### src/rtl/fixed_point_multiplier.sv
// Sequential unsigned Q(W-F).F multiplier: one shift-add step per clock, saturating output.
// Same start/busy/valid handshake and operand format as the fixed-point divider.
module fixed_point_multiplier #(
    parameter int W = 10,
    parameter int F = 6
) (
    input  logic         clk,
    input  logic         sclr,
    input  logic         start,
    input  logic [W-1:0] A_in,
    input  logic [W-1:0] B_in,
    output logic [W-1:0] Q_out,
    output logic         busy,
    output logic         valid,
    output logic         ovf
);

    localparam int CNT_W = $clog2(W);
    localparam logic [CNT_W-1:0] LAST = CNT_W'(W - 1);

    typedef enum logic {
        IDLE = 1'b0,
        CALC = 1'b1
    } state_t;

    state_t           state;
    logic [2*W-1:0]   a_r;
    logic [W-1:0]     b_r;
    logic [2*W-1:0]   acc;
    logic [CNT_W-1:0] cnt;

    logic [2*W-1:0]   p;
    logic [2*W-1:0]   p_shift;

    // The final step's add is folded in here so the result registers directly on the last edge.
    // NOTE: every always_comb output gets a value on every path; a missing assignment infers a latch.
    always_comb begin
        p       = acc + (b_r[0] ? a_r : '0);
        p_shift = p >> F;
    end

    // NOTE: state registers use non-blocking assignments so every register sees pre-edge values.
    always_ff @(posedge clk) begin
        if (sclr) begin
            state <= IDLE;
            a_r   <= '0;
            b_r   <= '0;
            acc   <= '0;
            cnt   <= '0;
            Q_out <= '0;
            busy  <= 1'b0;
            valid <= 1'b0;
            ovf   <= 1'b0;
        end else begin
            valid <= 1'b0;
            case (state)
                IDLE: begin
                    if (start) begin
                        a_r   <= {{W{1'b0}}, A_in};
                        b_r   <= B_in;
                        acc   <= '0;
                        cnt   <= '0;
                        busy  <= 1'b1;
                        state <= CALC;
                    end
                end
                CALC: begin
                    acc <= p;
                    a_r <= a_r << 1;
                    b_r <= b_r >> 1;
                    cnt <= cnt + CNT_W'(1);
                    if (cnt == LAST) begin
                        // Any set bit above the integer field means the product does not fit.
                        if (|p_shift[2*W-1:W]) begin
                            Q_out <= {W{1'b1}};
                            ovf   <= 1'b1;
                        end else begin
                            Q_out <= p_shift[W-1:0];
                            ovf   <= 1'b0;
                        end
                        valid <= 1'b1;
                        busy  <= 1'b0;
                        state <= IDLE;
                    end
                end
                default: state <= IDLE;
            endcase
        end
    end

endmodule

### config.mk
export PLATFORM = sky130hd
export DESIGN_NAME = fixed_point_multiplier
export DESIGN_NICKNAME = d
export VERILOG_FILES = /design/src/rtl/fixed_point_multiplier.sv
export SDC_FILE = /design/constraint.sdc
export NUM_CORES = 1
export LEC_CHECK = 0
export CAP_MARGIN = 20
export CORE_ASPECT_RATIO = 0.8
export CORE_UTILIZATION = 52
export CTS_CLUSTER_DIAMETER = 120
export DETAILED_ROUTE_END_ITERATION = 10
export GPL_TIMING_DRIVEN = 0
export PLACE_DENSITY = 0.87
export SKIP_LAST_GASP = 1
export SYNTH_ARGS = -nofsm -noshare
export SYNTH_HDL_FRONTEND = slang
export SYNTH_SLANG_ARGS = --single-unit
### constraint.sdc
create_clock -name clk -period 2.89 [get_ports clk]
set_input_delay 0.867 -clock clk [delete_from_list [all_inputs] [get_ports clk]]
set_output_delay 0.867 -clock clk [all_outputs]
set_load 0.02 [all_outputs]
==> metrics <==
Syn Area/Cell 8.42 sq um; WP data required 3.12 ns; clock slew at reported path FFs 0.07 ns; initial antenna violation count 0; via count 3,556; # IOs 36; Layout area overhead 23.1%; Die H 79.6 microns; CTS tree built; CTS root buf clkbuf_8; Post-synth EDFFs 0; Via density 5.74; Core Region 0.00709 sq mm; H-tree levels 3; ys async rst share 0; routability cong. 0.942; ys flop type dfxtp_1; number of global-route vias before repair 3,439; final worst clock skew 0.00757 ns; DR pass1 iterations 5; # hold bufs at CTS 0; TritonCTS Buffers 9; die area 0.00788 sq mm; failing checks setup timing; Worst Setup End Kind flop; fin area 0.00482 sq mm; Antenna Nets Post-Route 0; met2 Track Usage GR 0.469; largest net degree at the start of global routing 12; Die Width 99.0 microns; Synth area leaders dfxtp_1 35%, nor2_1 8.4%, a21oi_1 6.8%; final setup fails 11; CP Max Fanout 6; crit start category flop; First DRT Iteration DRCs 170; Mapped Area 0.00392 sq mm; Netlist cell types 54; Synth warnings 0; WL/cell 16.6 microns; GRT Max-Usage Layer met2; worst hold margin 0.495 ns; Rows 27; Synth top area share 0.348; syn_nets 510; worst setup margin -0.0984 ns; HP Class flop to flop; total grt overflow 0; IR drop worst, VDD 0.321 mV; Seq/Total Area, Yosys 0.348; Clock Path Buffers 2; period utilization 1.03; DR DRC count 0; Max Slew Vio Count 0; Slew headroom 0.534; fmax 0.335 GHz; status finished with violations; post-layout min period 2.99 ns; final WL 10.3 mm; top-count cell post-synth nor2_1; final hold vios 0; post-route insts no fill 619; TritonCTS Sinks 68; max cap viols 0; placed cells 585; Skew-Pair Late Insertion Delay 0.36 ns; Initial Utilization 0.552; unrepaired setup endpoints after global routing true; Worst Tran Pin Value 0.699 ns; leakage 1.88 nW; Synth Register Bits 68; M3 GR Usage 0.0823; first-pass GRT wire length 16.5 mm; area leader, netlist dfxtp_1; Power Density 385 mW/mm^2; met1 Use GR 0.326; leading cell types by count after synthesis 88 x nor2_1, 68 x dfxtp_1, 53 x a21oi_1; Antenna diodes 0; share of layout cells above drive strength 1 0.167; DP Worst Slack -0.367 ns; Arr. time, crit path 3.22 ns; nets 573; Area after DPL 0.00436 sq mm; GR Util All Layers 0.272; Tot Pwr 0.00186 W; Cells after Synth 465; count of buffers from port buffering 33; detailed placer's ending HPWL 7.30 mm; critical path type flop to flop
==> cells in the final DEF (no fill, tap or decap), drive strengths merged, types with 21 or more instances in the layout <==
cell type	netlist	layout
buf	7	31
ha	21	21
dfxtp	68	68
nor2	88	88
clkdlybuf4s50	1	34
mux2i	21	21
a21oi	54	54
nor3b	21	21
clkbuf	27	32
nand2	22	22
==> area by class of cell <==
type                    instances  area [sq um]
repair buffers                 54           492
clock buffers                  10           128
plain buffers                  33           193
multi-input cells             357          2490
fillers                       577          2270
inverters                       5          18.8
flip-flops and latches         68          1360
well taps                      87           109
clock inverters                 5          30.0
==> layer usage <==
layer  up-vias  routed length (microns)  share of wire
li1       1740                        -              -
met1      1655                     4520           0.44
met2       146                     4890           0.47
met3        15                      754          0.073
met4         0                      124          0.012
met5         -                        0              0
==> through the flow <==
stage | TNS, ns | util
floorplan | 0 | -
global placement | -3.10 | 0.614
detailed placement | -3.77 | 0.614
CTS | -1.21 | 0.666
global route | -2.54 | 0.680
finish | -0.946 | 0.680
==> power breakdown <==
| part | internal [W] | switching, W |
|---|---|---|
| Clock | 0.000302 | 0.000379 |
| Combinational | 0.0000835 | 0.000119 |
| Sequential | 0.000959 | 0.0000161 |
| Total | 0.00134 | 0.000514 |
==> sequential cells by signal (all words and copies together) (netlist names) <==
register,flops
a_r,20
acc,20
Q_out,10
b_r,10
cnt,4
busy,1
ovf,1
state,1
valid,1
==> logic make-up after synthesis <==
logic type	count (synthesis)	synth area share
xor+xnor	19	0.0444
buf+inv	40	0.0508
simple gates	184	0.234
fa+ha+maj	22	0.0722
mux	21	0.0537
compound gates	111	0.198
flops	68	0.348
==> worst paths after layout <==
| path | start | to | slack (ns) | cells past startpoint |
|---|---|---|---|---|
| hold reg to reg | b_r[9]$_SDFFE_PP0P_ | b_r[8]$_SDFFE_PP0P_ | 0.49 | 2 |
| setup / recovery | b_r[0]$_SDFFE_PP0P_ | Q_out[4]$_SDFFE_PP0P_ | -0.1 | 14 |
| setup reg to reg | b_r[0]$_SDFFE_PP0P_ | Q_out[4]$_SDFFE_PP0P_ | -0.1 | 14 |
| hold / removal | b_r[9]$_SDFFE_PP0P_ | b_r[8]$_SDFFE_PP0P_ | 0.49 | 2 |
==> repair_timing <==
item | CTS | global route
setup buffers | 14 | 6
resized for setup | 21 | 18
endpoints found under the setup margin | 11 | 15
pin swaps | 16 | 17
cloned | 1 | 0
==> worst max-delay path, stage by stage (launching register included) <==
cell and delay (ns):
dfxtp_2 0.35, buf_8 0.11, and2_4 0.14, ha_4 0.13
inv_2 0.04, fa_2 0.35, and2b_2 0.26, o21bai_4 0.07
a211oi_4 0.24, o21bai_2 0.13, a31oi_1 0.21, xor2_1 0.14
nor4_4 0.43, buf_6 0.19, a211oi_2 0.06
No activity file was read; power rests on OpenSTA's default activity.
